==> src/rtl/freq_meter_pkg.sv <==
// Shared types and helpers for the frequency/period meter: FSM state
// encoding, default sizing constants and a saturating increment.
package freq_meter_pkg;

  typedef enum logic [0:0] {
    ST_IDLE = 1'b0,
    ST_RUN  = 1'b1
  } state_e;

  localparam int unsigned GATE_CYCLES_DEF = 50_000_000;
  localparam int unsigned CNT_W_DEF       = 32;

  // Wide enough for any counter width up to 64; callers cast to their own width.
  function automatic logic [63:0] sat_inc(input logic [63:0] v,
                                          input logic [63:0] max_v);
    return (v >= max_v) ? max_v : v + 64'd1;
  endfunction

endpackage

==> src/rtl/sync_edge.sv <==
// Two-flop synchronizer followed by a delay flop; flags a rising edge of an
// asynchronous input as a single-cycle pulse in the clkin domain.
module sync_edge (
  input  logic clkin,
  input  logic rst_n,
  input  logic d,
  output logic rise
);

  logic meta_q, sync_q, dly_q;

  always_ff @(posedge clkin or negedge rst_n) begin
    if (!rst_n) begin
      meta_q <= 1'b0;
      sync_q <= 1'b0;
      dly_q  <= 1'b0;
    end else begin
      meta_q <= d;
      sync_q <= meta_q;
      dly_q  <= sync_q;
    end
  end

  assign rise = sync_q & ~dly_q;

endmodule

==> src/rtl/freq_meter.sv <==
// Gated edge counter (frequency) and edge-to-edge cycle counter (period) for
// an asynchronous square wave, with one-cycle valid strobes on each result.
module freq_meter
  import freq_meter_pkg::*;
#(
  parameter int unsigned GATE_CYCLES = GATE_CYCLES_DEF,
  parameter int unsigned CNT_W       = CNT_W_DEF
) (
  input  logic             clkin,
  input  logic             rst_n,
  input  logic             en,
  input  logic             sig_in,
  output logic [CNT_W-1:0] freq,
  output logic             freq_valid,
  output logic             freq_ovf,
  output logic [CNT_W-1:0] period,
  output logic             period_valid
);

  localparam int unsigned      GW        = (GATE_CYCLES > 2) ? $clog2(GATE_CYCLES) : 1;
  localparam logic [GW-1:0]    GATE_LAST = GW'(GATE_CYCLES - 1);
  localparam logic [CNT_W-1:0] CNT_MAX   = '1;

  function automatic logic [CNT_W-1:0] inc_sat(input logic [CNT_W-1:0] v);
    return CNT_W'(sat_inc(64'(v), 64'(CNT_MAX)));
  endfunction

  logic rise;

  sync_edge u_sync (
    .clkin (clkin),
    .rst_n (rst_n),
    .d     (sig_in),
    .rise  (rise)
  );

  state_e state_q, state_d;
  logic   armed_q, armed_d;
  logic   run;

  always_ff @(posedge clkin or negedge rst_n) begin
    if (!rst_n) begin
      state_q <= ST_IDLE;
      armed_q <= 1'b0;
    end else begin
      state_q <= state_d;
      armed_q <= armed_d;
    end
  end

  // armed_q records that RUN has seen its first edge, so period strobes start
  // only once a full edge-to-edge interval has been timed.
  always_comb begin
    state_d = state_q;
    armed_d = 1'b0;
    case (state_q)
      ST_IDLE: begin
        if (en) state_d = ST_RUN;
      end
      ST_RUN: begin
        armed_d = armed_q | rise;
        if (!en) state_d = ST_IDLE;
      end
      default: state_d = ST_IDLE;
    endcase
  end

  always_comb begin
    run = (state_q == ST_RUN);
  end

  logic [GW-1:0]    gate_q, gate_d;
  logic [CNT_W-1:0] edge_cnt_q, edge_cnt_d;
  logic             edge_sat_q, edge_sat_d;
  logic [CNT_W-1:0] per_cnt_q, per_cnt_d;
  logic [CNT_W-1:0] freq_q, freq_d;
  logic             freq_ovf_q, freq_ovf_d;
  logic             freq_valid_q, freq_valid_d;
  logic [CNT_W-1:0] period_q, period_d;
  logic             period_valid_q, period_valid_d;

  logic             win_end;
  logic [CNT_W-1:0] edge_next;
  logic             sat_next;

  // The window-end cycle folds its own edge into the closing window's result.
  assign win_end   = run && (gate_q == GATE_LAST);
  assign edge_next = rise ? inc_sat(edge_cnt_q) : edge_cnt_q;
  assign sat_next  = edge_sat_q | (rise & (edge_cnt_q == CNT_MAX));

  always_comb begin
    gate_d         = gate_q;
    edge_cnt_d     = edge_cnt_q;
    edge_sat_d     = edge_sat_q;
    per_cnt_d      = per_cnt_q;
    freq_d         = freq_q;
    freq_ovf_d     = freq_ovf_q;
    freq_valid_d   = 1'b0;
    period_d       = period_q;
    period_valid_d = 1'b0;

    if (!run) begin
      gate_d     = '0;
      edge_cnt_d = '0;
      edge_sat_d = 1'b0;
      per_cnt_d  = '0;
    end else begin
      gate_d = win_end ? '0 : gate_q + GW'(1);

      if (win_end) begin
        freq_d       = edge_next;
        freq_ovf_d   = sat_next;
        freq_valid_d = 1'b1;
        edge_cnt_d   = '0;
        edge_sat_d   = 1'b0;
      end else begin
        edge_cnt_d = edge_next;
        edge_sat_d = sat_next;
      end

      if (rise) begin
        per_cnt_d = '0;
        if (armed_q) begin
          period_d       = inc_sat(per_cnt_q);
          period_valid_d = 1'b1;
        end
      end else begin
        per_cnt_d = inc_sat(per_cnt_q);
      end
    end
  end

  always_ff @(posedge clkin or negedge rst_n) begin
    if (!rst_n) begin
      gate_q         <= '0;
      edge_cnt_q     <= '0;
      edge_sat_q     <= 1'b0;
      per_cnt_q      <= '0;
      freq_q         <= '0;
      freq_ovf_q     <= 1'b0;
      freq_valid_q   <= 1'b0;
      period_q       <= '0;
      period_valid_q <= 1'b0;
    end else begin
      gate_q         <= gate_d;
      edge_cnt_q     <= edge_cnt_d;
      edge_sat_q     <= edge_sat_d;
      per_cnt_q      <= per_cnt_d;
      freq_q         <= freq_d;
      freq_ovf_q     <= freq_ovf_d;
      freq_valid_q   <= freq_valid_d;
      period_q       <= period_d;
      period_valid_q <= period_valid_d;
    end
  end

  assign freq         = freq_q;
  assign freq_ovf     = freq_ovf_q;
  assign freq_valid   = freq_valid_q;
  assign period       = period_q;
  assign period_valid = period_valid_q;

endmodule

==> config.mk <==
export PLATFORM = sky130hd
export DESIGN_NAME = freq_meter
export DESIGN_NICKNAME = d
export VERILOG_FILES = /design/src/rtl/freq_meter_pkg.sv /design/src/rtl/sync_edge.sv /design/src/rtl/freq_meter.sv
export SDC_FILE = /design/constraint.sdc
export NUM_CORES = 1
export LEC_CHECK = 0
export BUFFER_PORTS_ARGS = -buffer_cell sky130_fd_sc_hd__buf_2
export CORE_MARGIN = 8
export CORE_UTILIZATION = 58
export CTS_BUF_LIST = sky130_fd_sc_hd__clkbuf_4 sky130_fd_sc_hd__clkbuf_8 sky130_fd_sc_hd__clkbuf_16
export DETAILED_ROUTE_END_ITERATION = 16
export PLACE_DENSITY = 0.81
export SYNTH_ARGS = -nofsm -noshare
export SYNTH_HDL_FRONTEND = slang
export SYNTH_HIERARCHICAL = 1
export SYNTH_SLANG_ARGS = --single-unit
==> constraint.sdc <==
create_clock -name clkin -period 4.9 [get_ports clkin]
set_input_delay 1.47 -clock clkin [delete_from_list [all_inputs] [get_ports clkin]]
set_output_delay 1.47 -clock clkin [all_outputs]
set_load 0.03 [all_outputs]
* Word level (Yosys, flattened, before mapping)
Cells that the tools add are included.
Word-level totals: flip-flop bits (word level) 163, bits in latches 0, bits in writable memories 0, ROM bits 0, word-level logic and storage cells 47, memories 0
Cells by class: add/sub/neg operators 3, multiply operators 0, divide/modulo/power cells 0, order comparisons 2, equal/unequal tests 2, shifts and indexed selects 0, muxes and demuxes 18, bitwise operators 5, reduce and logical (&&, ||, !) cells 3
Operators with widths (number):
- 32-bit two-way mux | 7
- 32-bit by 1-bit adder with 32-bit output, second input constant | 2
- 32-bit greater-or-equal comparator, second input constant | 2
- 26-bit two-way mux | 2
- 32-bit equality test, second input constant | 1
- 26-bit by 1-bit adder with 26-bit output, second input constant | 1
- 26-bit equality test, second input constant | 1
- 1-bit two-way mux | 9
- 3-bit AND reduction | 1
- 1-bit AND | 2
- 1-bit OR | 2
- 2-bit AND reduction | 1
- 1-bit logical AND | 1
- 1-bit inverter | 1

* Longest topological paths before layout
Gate-level depths: netlist of the first run.
word-level depth 6, gate-level depth with buffers 8, gate-level depth less buffers 6

* Modules after synthesis
Netlist of the first run, hierarchy kept.
Modules (own cells, without submodules):
- freq_meter | instances 1, cells an instance 752, area each 7309.5 µm², sequential area each 4003.8 µm²
- sync_edge | instances 1, cells an instance 4, area each 88.8 µm², sequential area each 75.1 µm²

* Least setup slack after synthesis of the first run
No wires, ideal clock.
path kind register to register, start register per_cnt_q[0], end register period_q[3], in the netlist period[3], arrival time 2.094 ns, slack 2.731 ns, stages on the path, launching flop included 9, clock period less this slack 2.169 ns, path through dfrtp_1 -> ha_1 -> nand2_1 -> or3_1 -> buf_6 -> or4_4 -> buf_6 -> and2_4 -> o21ai_2
Between the ends: longest elaborated chain between the ends 2, elaborated cells between the ends (all ways) 3, classes of those cells 1 x add/sub; 1 x order compare; 1 x mux
Ends and longest elaborated chain:
- start, declared | line freq_meter.sv:75 | logic [CNT_W-1:0] per_cnt_q, per_cnt_d;
- start signal, assigned | line freq_meter.sv:148 | per_cnt_q <= per_cnt_d;
- 32-bit by 1-bit adder with 32-bit output / 32-bit greater-or-equal comparator (equally long branches) | line freq_meter_pkg.sv:16 | return (v >= max_v) ? max_v : v + 64'd1;
- 32-bit two-way mux (*) | line freq_meter_pkg.sv:16
- end signal, assigned | line freq_meter.sv:152 | period_q <= period_d;
- end, declared | line freq_meter.sv:79 | logic [CNT_W-1:0] period_q, period_d;
Every way passes the cells marked *; elsewhere a longest branch is shown, timed or not. A chain may end at the register's enable or synchronous reset.

* Final worst setup path of the first run
start register gate_q[0], end register freq_q[21], in the netlist freq[21]
Between the ends: longest elaborated chain between the ends 3
Ends and longest elaborated chain:
- start, declared | line freq_meter.sv:72 | logic [GW-1:0] gate_q, gate_d;
- start signal, assigned | line freq_meter.sv:145 | gate_q <= gate_d;
- 26-bit equality test | line freq_meter.sv:87 | assign win_end = run && (gate_q == GATE_LAST);
- 1-bit logical AND | line freq_meter.sv:87
- 2-bit AND reduction (no source line)
- end signal, assigned | line freq_meter.sv:149 | freq_q <= freq_d;
- end, declared | line freq_meter.sv:76 | logic [CNT_W-1:0] freq_q, freq_d;
Every way passes these cells.

==> summary.md, run 1 <==
| Metric | Value |
|---|---|
| Time the worst path needs with I/O delays and setup | 3.55 ns |
| CTS-repair resized insts | 0 |
| Most common cell in the netlist | dfrtp_1 |
| EDFF count, synth | 0 |
| Port Buffer Count | 70 |
| Instance area at placement | 0.00786 mm2 |
| Hold_buf cts | 0 |
| Final standard cell area without fillers | 0.00843 mm2 |
| Timing endpoint of the critical path | freq[21] |
| Arr. time, crit path | 3.82 ns |
| Later-pin clock latency in the skew report | 0.43 ns |
| Number of synthesis warnings | 6 |
| Worst r2r path cells | 6 |
| DIE HEIGHT | 129 um |
| Synth area leader | dfrtp_1 |
| Critical setup path kind | reg -> reg |
| Post-route non-filler standard cell count | 1001 |
| Final worst slack | 1.35 ns |
| Critical R2R Capture | freq[21] |
| Cell count after synthesis | 756 |
| Final core utilization | 0.673 |
| Worst-path clk slew | 0.06 ns |
| Max-slew violations | 0 |
| R2R setup slack | 1.35 ns |
| Worst clock skew | 0.00611 ns |
| Final ANT Viol Nets | 0 |
| Total wire length | 16.2 mm |
| Mean area per synthesized cell | 9.79 um2 |
| Starting density of the core | 0.591 |
| Distinct cell type count after synthesis | 49 |
| Global-route usage over all layers | 0.207 |
| Clock buffer count from CTS | 17 |
| First element of the critical path | gate_q[0] |
| Top fanout value on the critical path | 37 |
| Number of global-route vias before repair | 5766 |
| Largest net degree at the start of global routing | 95 |
| Startpoint of the worst register-to-register path | gate_q[0] |
| # Max-Cap Violations | 0 |
| Post-placement worst setup slack | 1.32 ns |
| Setup-failing EPs final | 0 |
| Unrepaired setup endpoints after global routing | no |
| Synth-to-Final Area Change | 13.9% |
| Sequential share of the synthesized area | 0.551 |
| I/O pin cnt | 71 |
| Cell total after placement | 971 |
| RD Place Congestion | 0.902 |
| DP HPWL | 11.1 mm |
| Floorplan row count | 41 |
| Most used standard cells in the synthesized netlist | dfrtp_1 (163), nor2_1 (134), nand2_1 (68) |
| Fraction of final layout cells sized beyond drive strength 1 | 0.147 |
| Total overflow reported by the global router | 0 |
| Maximum count of clock buffers along a single path | 2 |
| Most common flop cell mapped by yosys | dfrtp_1 |
| Number of register bits inferred by synthesis | 163 |
| Required time worst endpoint | 5.16 ns |
| Slew Limit Headroom | 0.335 |
| Async set-or-reset flop fraction in the synthesized netlist | 1.00 |
| Power per Cell Area | 337 mW/mm2 |
| Slew of the pin with the lowest slew margin | 0.998 ns |
| Number of violations reported at the end of detailed-routing iteration 0 | 432 |
| Total number of vias | 5776 |
| HP Class | reg -> reg |
| Peak supply drop | 0.206 mV |
| Cell types occupying the most area after synthesis | dfrtp_1 (55%), nor2_1 (6.8%), xnor2_1 (4.9%) |
| Synthesized cell area | 0.00740 mm2 |
| Antenna violations before repair | 0 |
| Startpoint Class | flip-flop |
| Run status | finished clean |
| Upper clock frequency limit | 0.281 GHz |
| Clock tree root driver cell | clkbuf_16 |
| Floorplan die width | 129 um |
| Core area | 0.0125 mm2 |
| Number of buffers inserted by post-CTS setup repair | 0 |
| Final Cycle Share | 0.725 |
| Average detailed-routed wire length per instance | 16.1 um |
| Number of hold violations in the final report | 0 |
| Total die area | 0.0166 mm2 |
| Type of destination of the critical path | flip-flop |
| Number of vias per cell after detailed routing | 5.77 |
| CTS sink cnt | 163 |
| Number of levels in the clock H-tree | 4 |
| Share of the synthesized area in the top cell type | 0.551 |
| Count of antenna diodes in the layout | 0 |
| Number of remaining DRC errors | 0 |
| TritonCTS clock tree | yes |
| Count of TritonRoute iterations in the first routing pass | 5 |
| Global-route wire length before repair | 27.5 mm |
| Final #Nets | 825 |
| Leakage | 3.84 nW |
| Number of nets produced by synthesis | 763 |
| Total negative slack for setup checks | 0 ns |
[through the flow]
stage	total power [mW]	hold WS (ns)
finish	2.84	0.361
global placement	1.58	0.334
CTS	2.86	0.350
global route	2.93	0.370
floorplan	1.52	0.331
detailed placement	1.59	0.337
[where the power goes]
part / total (mW) / internal (mW) / switching [mW] / leakage (nW)
Combinational: 0.162 / 0.0400 / 0.122 / 1.33
Clock: 1.28 / 0.765 / 0.511 / 0.269
Sequential: 1.40 / 1.38 / 0.0194 / 2.24
[worst max-delay path, stage by stage, from the launching register on]
cell	delay (ns)
dfrtp_1	0.36
ha_1	0.20
and3_1	0.20
nand3_1	0.38
or4_1	1.10
a21oi_1	0.94
a21oi_1	0.20
[worst min path at each step]
| stage | from | end | slack [ns] | cells after the start |
|---|---|---|---|---|
| 6_report | u_sync/meta_q | u_sync/sync_q | 0.36 | 0 |
| 3_5_place_dp | u_sync/meta_q | u_sync/sync_q | 0.34 | 0 |
| 4_1_cts | u_sync/meta_q | u_sync/sync_q | 0.35 | 0 |
| 2_1_floorplan | u_sync/meta_q | u_sync/sync_q | 0.33 | 0 |
| 5_1_grt | u_sync/meta_q | u_sync/sync_q | 0.37 | 0 |
| 3_3_place_gp | u_sync/meta_q | u_sync/sync_q | 0.33 | 0 |
[per-layer routing]
metal  routed length (um)  part of all wire  track usage
met1                 6830              0.42        0.248
met2                 7950              0.49        0.348
met3                 1000             0.062       0.0563
met4                  371             0.023       0.0850
met5                    0                 0            0
[layout make-up]
| class | count | area (um2) |
|---|---|---|
| tap | 172 | 215 |
| sequential | 163 | 4080 |
| timing repair buffer | 77 | 409 |
| clock buffer | 21 | 455 |
| fill | 1012 | 4090 |
| inverter | 12 | 45.0 |
| multi-input combinational | 547 | 3110 |
| clock inverter | 9 | 109 |
[flip-flops by register name (all words and copies together) (netlist names)]
signal / flops
u_sync/sync_q: 1
freq: 32
period: 32
u_sync/dly_q: 1
run: 1
edge_cnt_q: 32
gate_q: 26
period_valid: 1
u_sync/meta_q: 1
per_cnt_q: 32
edge_sat_q: 1
armed_q: 1
freq_valid: 1
freq_ovf: 1
[cells by family after synthesis]
| group | synth area share |
|---|---|
| flops | 0.551 |
| simple gates | 0.242 |
| compound gates | 0.0808 |
| buf+inv | 0.0277 |
| xor+xnor | 0.0864 |
| fa+ha+maj | 0.00507 |
| mux | 0.00693 |
[layout by cell type, fill, tap and decap left out, types with 24 or more instances in the layout]
master     n
nor3_1    24
nand2_1   68
nor2_1   134
nand3_1   27
dfrtp_1  163
xor2_1    32
nand4_1   33
a21oi_1   51
buf_2     69
xnor2_1   41
(Power assumes the default switching activity.)
==> run 2, diff against run 1 <==
--- a/config.mk
+++ b/config.mk
@@ -5,12 +5,13 @@
 export SDC_FILE = /design/constraint.sdc
 export NUM_CORES = 1
 export LEC_CHECK = 0
+export ABC_AREA = 1
 export BUFFER_PORTS_ARGS = -buffer_cell sky130_fd_sc_hd__buf_2
 export CORE_MARGIN = 8
-export CORE_UTILIZATION = 58
+export CORE_UTILIZATION = 54
 export CTS_BUF_LIST = sky130_fd_sc_hd__clkbuf_4 sky130_fd_sc_hd__clkbuf_8 sky130_fd_sc_hd__clkbuf_16
 export DETAILED_ROUTE_END_ITERATION = 16
-export PLACE_DENSITY = 0.81
+export PLACE_DENSITY = 0.79
 export SYNTH_ARGS = -nofsm -noshare
 export SYNTH_HDL_FRONTEND = slang
 export SYNTH_HIERARCHICAL = 1
==> constraint.sdc (replaced) <==
create_clock -name clkin -period 3 [get_ports clkin]
set_input_delay 0.9 -clock clkin [delete_from_list [all_inputs] [get_ports clkin]]
set_output_delay 0.9 -clock clkin [all_outputs]
set_load 0.03 [all_outputs]
==> run 2 against run 1 <==
Hold slack gained 0.018 ns. Synthesized cell count grew 50%. Register-to-register slack lost 0.55 ns. Non-clock buffer count grew 3. Clock power grew 58%. Fmax grew 61%. Count of clock-buffer cells in the layout shrank 2. Clock skew grew 0.0055 ns. Cell count grew 43%. Sequential power grew 61%. First-iteration DRC count grew 43%. Sequential share of layout area shrank 6.1 points.
==> summary.md, run 2 <==
| Metric | Value |
|---|---|
| Synthesized cell area | 0.00852 mm2 (+15%) |
| HP Class | reg -> reg |
| Floorplan die width | 142 um (+9.8%) |
| Clock tree root driver cell | clkbuf_16 |
| Global-route usage over all layers | 0.215 (+0.00797) |
| # Max-Cap Violations | 0 (unchanged) |
| I/O pin cnt | 71 (unchanged) |
| Slew Limit Headroom | 0.465 (+0.130) |
| Startpoint of the worst register-to-register path | per_cnt_q[0] |
| Setup-failing EPs final | 0 (unchanged) |
| Arr. time, crit path | 2.58 ns (-1.24 ns) |
| Most common cell in the netlist | nand2_1 |
| Worst clock skew | 0.0116 ns (+0.00547 ns) |
| Floorplan row count | 46 (+12%) |
| Most common library cell in the layout ignoring fill and taps | nand2_1 |
| Number of levels in the clock H-tree | 4 (unchanged) |
| Max-slew violations | 0 (unchanged) |
| Time the worst path needs with I/O delays and setup | 2.21 ns (-1.35 ns) |
| Critical setup path kind | reg -> reg |
| Total die area | 0.0201 mm2 (+21%) |
| Number of global-route vias before repair | 7233 (+25%) |
| TritonCTS clock tree | yes |
| Leakage | 4.85 nW (+26%) |
| Global-route wire length before repair | 34.9 mm (+27%) |
| Number of hold violations in the final report | 0 (unchanged) |
| Worst-case hold path end point | u_sync/dly_q |
| Average detailed-routed wire length per instance | 14.3 um (-11%) |
| Power per Cell Area | 468 mW/mm2 (+39%) |
| Sequential share of the synthesized area | 0.479 (-0.0725) |
| Start point of the worst min-delay path | u_sync/sync_q |
| Total negative slack for setup checks | 0 ns (unchanged) |
| EDFF count, synth | 0 (unchanged) |
| Number of buffers inserted by post-CTS setup repair | 0 (unchanged) |
| Hold path depth | 0 (unchanged) |
| CTS-repair resized insts | 0 (unchanged) |
| Fraction of final layout cells sized beyond drive strength 1 | 0.130 (-0.0172) |
| Clock buffer count from CTS | 17 (unchanged) |
| Cell count after synthesis | 1133 (+50%) |
| Required time worst endpoint | 3.37 ns (-1.79 ns) |
| Run status | finished clean |
| Number of nets produced by synthesis | 1140 (+49%) |
| Starting density of the core | 0.544 (-0.0469) |
| DIE HEIGHT | 142 um (+9.8%) |
| Count of TritonRoute iterations in the first routing pass | 6 (+1) |
| Final ANT Viol Nets | 0 (unchanged) |
| Cell types occupying the most area after synthesis | dfrtp_1 (48%), nand2_1 (19%), nor2_1 (6.4%) |
| Worst r2r path cells | 10 (+4) |
| Mean area per synthesized cell | 7.52 um2 (-23%) |
| Number of synthesis warnings | 6 (unchanged) |
| Number of remaining DRC errors | 0 (unchanged) |
| Hold_buf cts | 0 (unchanged) |
| Distinct cell type count after synthesis | 34 (-31%) |
| Unrepaired setup endpoints after global routing | no |
| Most used standard cells in the synthesized netlist | nand2_1 (420), dfrtp_1 (163), nor2_1 (146) |
| RD Place Congestion | 0.934 (+3.5%) |
| Worst-path clk slew | 0.06 ns (about the same) |
| Number of register bits inferred by synthesis | 163 (unchanged) |
| Upper clock frequency limit | 0.453 GHz (+61%) |
| Final Cycle Share | 0.736 (+0.0109) |
| Commonest cells after routing, fill and taps aside | nand2_1 (420), dfrtp_1 (163), nor2_1 (146) |
| Largest net degree at the start of global routing | 60 (-37%) |
| Total wire length | 20.5 mm (+27%) |
| Final #Nets | 1210 (+47%) |
| CTS sink cnt | 163 (unchanged) |
| Total overflow reported by the global router | 0 (unchanged) |
| Number of vias per cell after detailed routing | 5.21 (-9.7%) |
| Core area | 0.0157 mm2 (+25%) |
| DP HPWL | 14.7 mm (+33%) |
| Overall power of the completed layout | 4.52 mW (+59%) |
| Slew of the pin with the lowest slew margin | 0.802 ns (-0.196 ns) |
| R2R setup slack | 0.79 ns (-0.55 ns) |
| Async set-or-reset flop fraction in the synthesized netlist | 1.00 (unchanged) |
| Share of the synthesized area in the top cell type | 0.479 (-0.0725) |
| Synth area leader | dfrtp_1 |
| Maximum count of clock buffers along a single path | 2 (unchanged) |
| Startpoint Class | flip-flop |
| Top fanout value on the critical path | 26 (-30%) |
| Peak supply drop | 0.397 mV (+93%) |
| Synth-to-Final Area Change | 13.3% |
| Antenna violations before repair | 0 (unchanged) |
| Port Buffer Count | 70 (unchanged) |
| Number of violations reported at the end of detailed-routing iteration 0 | 618 (+43%) |
| Later-pin clock latency in the skew report | 0.44 ns (about the same) |
| Most common flop cell mapped by yosys | dfrtp_1 |
| Type of destination of the critical path | flip-flop |
| Critical R2R Capture | per_cnt_q[26] |
| Total number of vias | 7458 (+29%) |
| Count of antenna diodes in the layout | 0 (unchanged) |
## run 2: kinds of logic (layout without fill, tap and decap cells)
logic type / count (synthesis) / in the layout / synth area share
compound gates: 60 / 60 / 0.0411
simple gates: 725 / 725 / 0.367
buf+inv: 146 / 229 / 0.0715
fa+ha+maj: 3 / 3 / 0.00441
xor+xnor: 36 / 36 / 0.0370
flops: 163 / 163 / 0.479
## run 2: final cells by class
class	instances	area, um2
Fill cell	1434	6010
Sequential cell	163	4080
Multi-Input combinational cell	824	3840
Timing Repair Buffer	80	469
Clock buffer	19	447
Inverter	117	439
Tap cell	216	270
Clock inverter	13	104
## run 2: worst max-delay path, stage by stage (launching register included)
cell and delay, ns:
dfrtp_1 0.37, ha_1 0.21, nand3_2 0.14, nor2_4 0.15
nand2_2 0.09, nor2_2 0.17, nand2_1 0.35, buf_4 0.37
nand3_1 0.14, nand2_1 0.06, inv_1 0.08
## run 2: worst max path at each step
stage / from / end / slack [ns] / depth (start not counted)
after floorplan: gate_q[0] / gate_q[12] / 1.42 / 9
after global placement: per_cnt_q[0] / period[9] / 0.92 / 10
after detailed placement: per_cnt_q[0] / per_cnt_q[26] / 0.80 / 10
after CTS: per_cnt_q[0] / per_cnt_q[26] / 0.77 / 10
after global routing: per_cnt_q[0] / per_cnt_q[26] / 0.52 / 10
final: per_cnt_q[0] / per_cnt_q[26] / 0.79 / 10
## run 2: power by group
group | internal [mW] | leakage (nW) | switching [mW] | total [mW]
Sequential | 2.24 | 2.25 | 0.0247 | 2.26
Clock | 1.10 | 0.244 | 0.920 | 2.02
Combinational | 0.0638 | 2.35 | 0.175 | 0.239
Total | 3.40 | 4.85 | 1.12 | 4.52
## run 2: metal layers
layer / part of all wire / global-route usage / up-vias
met5: 0 / 0 / -
met4: 0.032 / 0.0904 / 0
met3: 0.052 / 0.0427 / 45
met2: 0.47 / 0.350 / 232
met1: 0.44 / 0.277 / 3510
li1: - / - / 3671
## run 2: through the flow
step	hold slack, ns	instances	setup WS (ns)	cell area (um2)	utilization
floorplan	0.331	1133	1.42	8520	-
global placement	0.360	1400	0.923	9100	0.581
detailed placement	0.369	1400	0.796	9100	0.581
CTS	0.379	1432	0.770	9650	0.616
global route	0.393	1432	0.523	9650	0.616
finish	0.379	1432	0.791	9650	0.616
